$ cat config.mk
export PLATFORM = sky130hd
export DESIGN_NAME = ysyx_23060191_lsu
export DESIGN_NICKNAME = d
export VERILOG_FILES = /design/src/rtl/ysyx_23060191_lsu.sv
export SDC_FILE = /design/constraint.sdc
export NUM_CORES = 1
export LEC_CHECK = 0
export BUFFER_PORTS_ARGS = -buffer_cell sky130_fd_sc_hd__buf_2
export CAP_MARGIN = 30
export CELL_PAD_IN_SITES_DETAIL_PLACEMENT = 1
export CELL_PAD_IN_SITES_GLOBAL_PLACEMENT = 1
export CORE_ASPECT_RATIO = 0.9
export CORE_MARGIN = 2
export CORE_UTILIZATION = 33
export DETAILED_ROUTE_END_ITERATION = 8
export MAX_ROUTING_LAYER = met4
export PLACE_DENSITY = 0.85
export SETUP_SLACK_MARGIN = 0.5
export SLEW_MARGIN = 20
export SYNTH_ARGS = -nofsm -noshare
export SYNTH_HDL_FRONTEND = slang
export SYNTH_SLANG_ARGS = --single-unit
$ cat constraint.sdc
create_clock -name clk -period 1.7 [get_ports clk]
set_input_delay 0.34 -clock clk [delete_from_list [all_inputs] [get_ports clk]]
set_output_delay 0.34 -clock clk [all_outputs]
set_load 0.01 [all_outputs]
$ cat src/rtl/ysyx_23060191_lsu.sv
// ysyx_23060191_lsu: one-at-a-time load/store unit between EXU and write-back,
// with store lane formation, load extraction/extension and misalignment detection.
module ysyx_23060191_lsu #(
  parameter int CPU_WIDTH = 32
) (
  input  logic                 clk,
  input  logic                 rst_n,
  input  logic                 in_valid,
  output logic                 in_ready,
  input  logic [CPU_WIDTH-1:0] exu_res,
  input  logic [CPU_WIDTH-1:0] data_Rs2,
  input  logic [3:0]           lsu_opt,
  output logic                 mem_req_valid,
  input  logic                 mem_req_ready,
  output logic [CPU_WIDTH-1:0] mem_addr,
  output logic                 mem_wen,
  output logic [CPU_WIDTH-1:0] mem_wdata,
  output logic [3:0]           mem_wmask,
  input  logic                 mem_rsp_valid,
  input  logic [CPU_WIDTH-1:0] mem_rdata,
  output logic                 out_valid,
  input  logic                 out_ready,
  output logic [CPU_WIDTH-1:0] lsu_res,
  output logic                 lsu_err
);
  typedef enum logic [1:0] {IDLE, REQ, WAIT, DONE} state_t;
  state_t               state_q;
  logic [3:0]           opt_q;
  logic [1:0]           off_q;
  logic [CPU_WIDTH-1:0] addr_q, wdata_q, res_q;
  logic                 wen_q, err_q;
  logic [3:0]           wmask_q;
  logic [3:0]           opt;
  logic                 mis;
  logic [CPU_WIDTH-1:0] wdata_d, sh, ld;
  logic [3:0]           wmask_d;
  // Undefined opcodes collapse to NONE so they pass exu_res straight through.
  assign opt = (lsu_opt inside {4'h1, 4'h2, 4'h3, 4'h4, 4'h5, 4'h9, 4'hA, 4'hB}) ? lsu_opt : 4'h0;
  assign mis = ((opt == 4'h2 || opt == 4'h5 || opt == 4'hA) && exu_res[0]) ||
               ((opt == 4'h3 || opt == 4'hB) && exu_res[1:0] != 2'b00);
  assign wdata_d = opt == 4'h9 ? {(CPU_WIDTH/8){data_Rs2[7:0]}} :
                   opt == 4'hA ? {(CPU_WIDTH/16){data_Rs2[15:0]}} : data_Rs2;
  assign wmask_d = opt == 4'h9 ? 4'b0001 << exu_res[1:0] :
                   opt == 4'hA ? 4'b0011 << exu_res[1:0] :
                   opt == 4'hB ? 4'b1111 : 4'b0000;
  assign sh = mem_rdata >> {off_q, 3'b000};
  assign ld = opt_q == 4'h1 ? {{(CPU_WIDTH-8){sh[7]}}, sh[7:0]} :
              opt_q == 4'h2 ? {{(CPU_WIDTH-16){sh[15]}}, sh[15:0]} :
              opt_q == 4'h4 ? {{(CPU_WIDTH-8){1'b0}}, sh[7:0]} :
              opt_q == 4'h5 ? {{(CPU_WIDTH-16){1'b0}}, sh[15:0]} : sh;
  always_ff @(posedge clk or negedge rst_n) begin
    if (!rst_n) begin
      state_q <= IDLE;
      opt_q   <= 4'h0;
      off_q   <= 2'b00;
      addr_q  <= '0;
      wdata_q <= '0;
      wmask_q <= 4'b0000;
      wen_q   <= 1'b0;
      res_q   <= '0;
      err_q   <= 1'b0;
    end else begin
      case (state_q)
        IDLE: if (in_valid) begin
          opt_q   <= opt;
          off_q   <= exu_res[1:0];
          addr_q  <= {exu_res[CPU_WIDTH-1:2], 2'b00};
          wen_q   <= opt[3];
          wdata_q <= wdata_d;
          wmask_q <= wmask_d;
          err_q   <= mis;
          res_q   <= opt == 4'h0 ? exu_res : '0;
          state_q <= (opt == 4'h0 || mis) ? DONE : REQ;
        end
        REQ: if (mem_req_ready) state_q <= WAIT;
        WAIT: if (mem_rsp_valid) begin
          res_q   <= opt_q[3] ? '0 : ld;
          state_q <= DONE;
        end
        DONE: if (out_ready) state_q <= IDLE;
        default: state_q <= IDLE;
      endcase
    end
  end
  assign in_ready      = state_q == IDLE;
  assign mem_req_valid = state_q == REQ;
  assign out_valid     = state_q == DONE;
  assign mem_addr      = addr_q;
  assign mem_wen       = wen_q;
  assign mem_wdata     = wdata_q;
  assign mem_wmask     = wmask_q;
  assign lsu_res       = res_q;
  assign lsu_err       = err_q;
endmodule

==> results.md <==
* Status: finished with violations
* Failing checks: negative setup slack
* Clock slew at reported path FFs at 0.09 ns
* Max stage delay on crit path at 0.41 ns
* Most instantiated library cell after synthesis: dfrtp_1
* Grt total ovfl at 0
* Register share of total power at 24.1%
* Clk sinks at 107
* DR vias at 6096
* Top Metal Used: met4
* Total Routing Usage GR at 24.7%
* Final net count at 982
* Die Area at 17800 µm²
* Cell Int Power at 11.7 mW
* Placed cell areas at 7440 µm²
* Initial antenna violation count at 1
* DIE WIDTH at 140 µm
* Endpoint type of the worst setup path: flip-flop
* Met3 Routed Length at 2270 µm
* Fraction of registers with async set or reset after synthesis at 100%
* Top cells by area, synth: dfrtp_1 48%, mux2_2 10%, mux2i_1 6.2%, nand2_1 3.7%, a21oi_1 3.2%
* Finished Cell Area at 9680 µm²
* CP Launch Type: flip-flop
* Max Fanout on Critical Path at 17
* Vias in the first global route at 5900
* Seq/Total Area, Yosys at 48.4%
* Final Core Density at 59.6%
* Max-slew headroom at 58.0%
* M1 WL at 9540 µm
* Yosys reg bits at 107
* Max_cap viols at 0
* Final period util at 115%
* H-tree depth at 3
* Top_reg_cell synth: dfrtp_1
* Worst Path Arrival at 2.22 ns
* Root buffer cell: clkbuf_16
* Hold path start: exu_res[18]
* CP required at 1.97 ns
* Starting Density at 34.0%
* DR iter-0 viols at 464
* Worst vdd ir at 0.000879 V
* Max Fclk at 0.512 GHz
* # DRC at 0
* Post-synth top area share at 48.4%
* Io pins at 211
* Commonest cells in the synthesized netlist: 107 x dfrtp_1, 55 x nand2_1, 49 x mux2_2
* Via density per instance at 5.64
* Clk buf depth at 2
* Port Buffers at 208
* Final hold vios at 0
* Rows at 44
* Min cycle time layout at 1.95 ns
* Avg Synthesized Cell Area at 10.6 µm²
* Cell count after synthesis at 523
* Hold_ws at 0.203 ns
* Clock skew at 0.0122 ns
* Setup crit start: state_q[0]
* P_leak at 4.83 nW
* First-pass GRT wire length at 33100 µm
* Area grow syn2layout at 75.1%
* Hpwl dp at 15600 µm
* Slowest cell on the critical path: dfrtp_1
* Gpl congestion at 0.867
* Sw Share at 41.7%
* Part of the power in combinational logic at 64.9%
* Register area at 2680 µm²
* Met2 wire len at 14600 µm
* # setup viols final at 95
* ANT nets after route at 0
* Psw at 8.36 mW
* Final WS setup at -0.252 ns
* RSZ-0062 raised after global routing: yes
* Share of cells above drive strength 1 at 63.1%
* CTS tree: built
* Largest net degree at the start of global routing at 46
* Netlist cell types at 53
* Syn Std Cell Area at 5530 µm²
* Critical Path Most Common Cell: buf_12
* Hold WC Path Type: in2reg
* Die Ht at 127 µm
* Multi-input gate area at 3370 µm²
* Area leader, netlist: dfrtp_1
* FILL cells at 1704
* Yosys warns at 0
* Clk network pwr share at 11.0%
* Worst-margin pin slew at 0.626 ns
* Clk_lat worst skew at 0.38 ns
* Routed WL at 28000 µm
* Slew Limit Fails at 0
* Reg2Reg Launch Point: state_q[0]
* Post-synth EDFFs at 0
* Core area at 16200 µm²
* Crit Path Class: reg2reg
* Pre-antenna DRT Iters at 4
* Crit-path cells: inv_2, ha_4, buf_12, nor2_4, nor3_4, buf_4, buf_12, nor2_1, o22ai_1
* Total CTS buffers at 9
* Power Dens Cells at 2070 nW/µm²
* Wire per inst at 25.9 µm
[cell families after synthesis]
group / share of synthesized area (%)
other cells: 0.0678
fa+ha+maj: 1.81
flops: 48.4
xor+xnor: 0.317
mux: 16.1
simple gates: 12.3
buf+inv: 4.28
compound gates: 16.6
[final cells by class]
type                    instances  area share, %
flip-flops and latches        107           27.7
clock buffers                   9           2.33
diodes                          1         0.0259
clock inverters                 7          0.698
well taps                     207           2.68
multi-input cells             370           34.9
inverters                       8          0.362
repair buffers                372           31.3
[layer usage]
layer	GRT usage (%)	vias up
li1	-	2604
met1	27.3	3040
met2	42.9	341
met3	6.95	111
met4	8.79	0
met5	-	-
[worst paths after layout]
path,to,depth (start not counted),slack [ns]
min,mem_addr[18],2,0.20
max in group asynchronous,mem_wdata[6],3,0.68
min in group asynchronous,mem_addr[15],2,0.42
min reg2reg,lsu_res[5],2,0.50
max reg2reg,lsu_res[26],9,-0.25
max,lsu_res[26],9,-0.25
[per-stage QoR]
step	power (mW)	worst slack [ns]	cells	TNS, ns
after floorplan	9.45	-0.0105	524	-0.0840
final	20.1	-0.252	1081	-9.54
after detailed placement	12.7	-0.220	956	-2.68
after global placement	12.3	-0.117	956	-1.29
after global routing	20.9	-0.309	1081	-13.30
after CTS	16.7	-0.102	1014	-3.36
[repair_timing]
item	4_1_cts	5_1_grt
hold buffers	1	0
buffers inserted	40	53
setup endpoints to repair	210	210
gates resized for setup	84	141
cloned	1	13
endpoints found under the hold margin	18	0
pin swaps	13	10
[sequential cells by signal (all words and copies together) (netlist names)]
register,flops
mem_wdata,32
lsu_err,1
lsu_res,32
opt_q,4
off_q,2
mem_wmask,4
mem_addr,30
state_q,2
[power by group through the flow]
stage | combinational (mW) | sequential (mW) | clock [mW]
2_1_floorplan | 4.49 | 4.96 | 0
3_3_place_gp | 7.81 | 4.53 | 0
3_5_place_dp | 8.13 | 4.61 | 0
4_1_cts | 9.82 | 4.64 | 2.20
5_1_grt | 13.7 | 4.94 | 2.33
6_report | 13.0 | 4.83 | 2.21
[critical path: cells and delay by family (launching register included)]
| family | cells | cell delay (ns) |
|---|---|---|
| buffers and inverters | 4 | 0.63 |
| adder cells (fa/ha/maj) | 1 | 0.16 |
| flip-flops | 1 | 0.41 |
| AND/OR/NAND/NOR | 3 | 0.42 |
| AO/OA/AOI/OAI | 1 | 0.22 |
[layout by cell type, fill, tap and decap left out, types with 3 or more instances in the layout]
cell type,instances
a21oi_1,11
a22oi_1,9
nand2_2,17
buf_8,4
o22ai_1,19
inv_1,3
o21ai_2,14
nand2_1,34
o21ai_1,20
o22ai_2,4
a32oi_1,8
a221o_1,8
mux2i_1,32
nor3_4,3
a211oi_1,7
inv_2,3
and3_1,9
nor3_1,7
a21oi_2,20
ha_1,4
mux2_4,49
and2_1,9
buf_12,18
ha_4,4
dfrtp_1,103
buf_2,164
inv_6,3
nor2_1,22
nand2_4,4
a21oi_4,4
dfrtp_2,4
buf_4,118
clkbuf_16,18
buf_6,57
(Power assumes the default switching activity.)
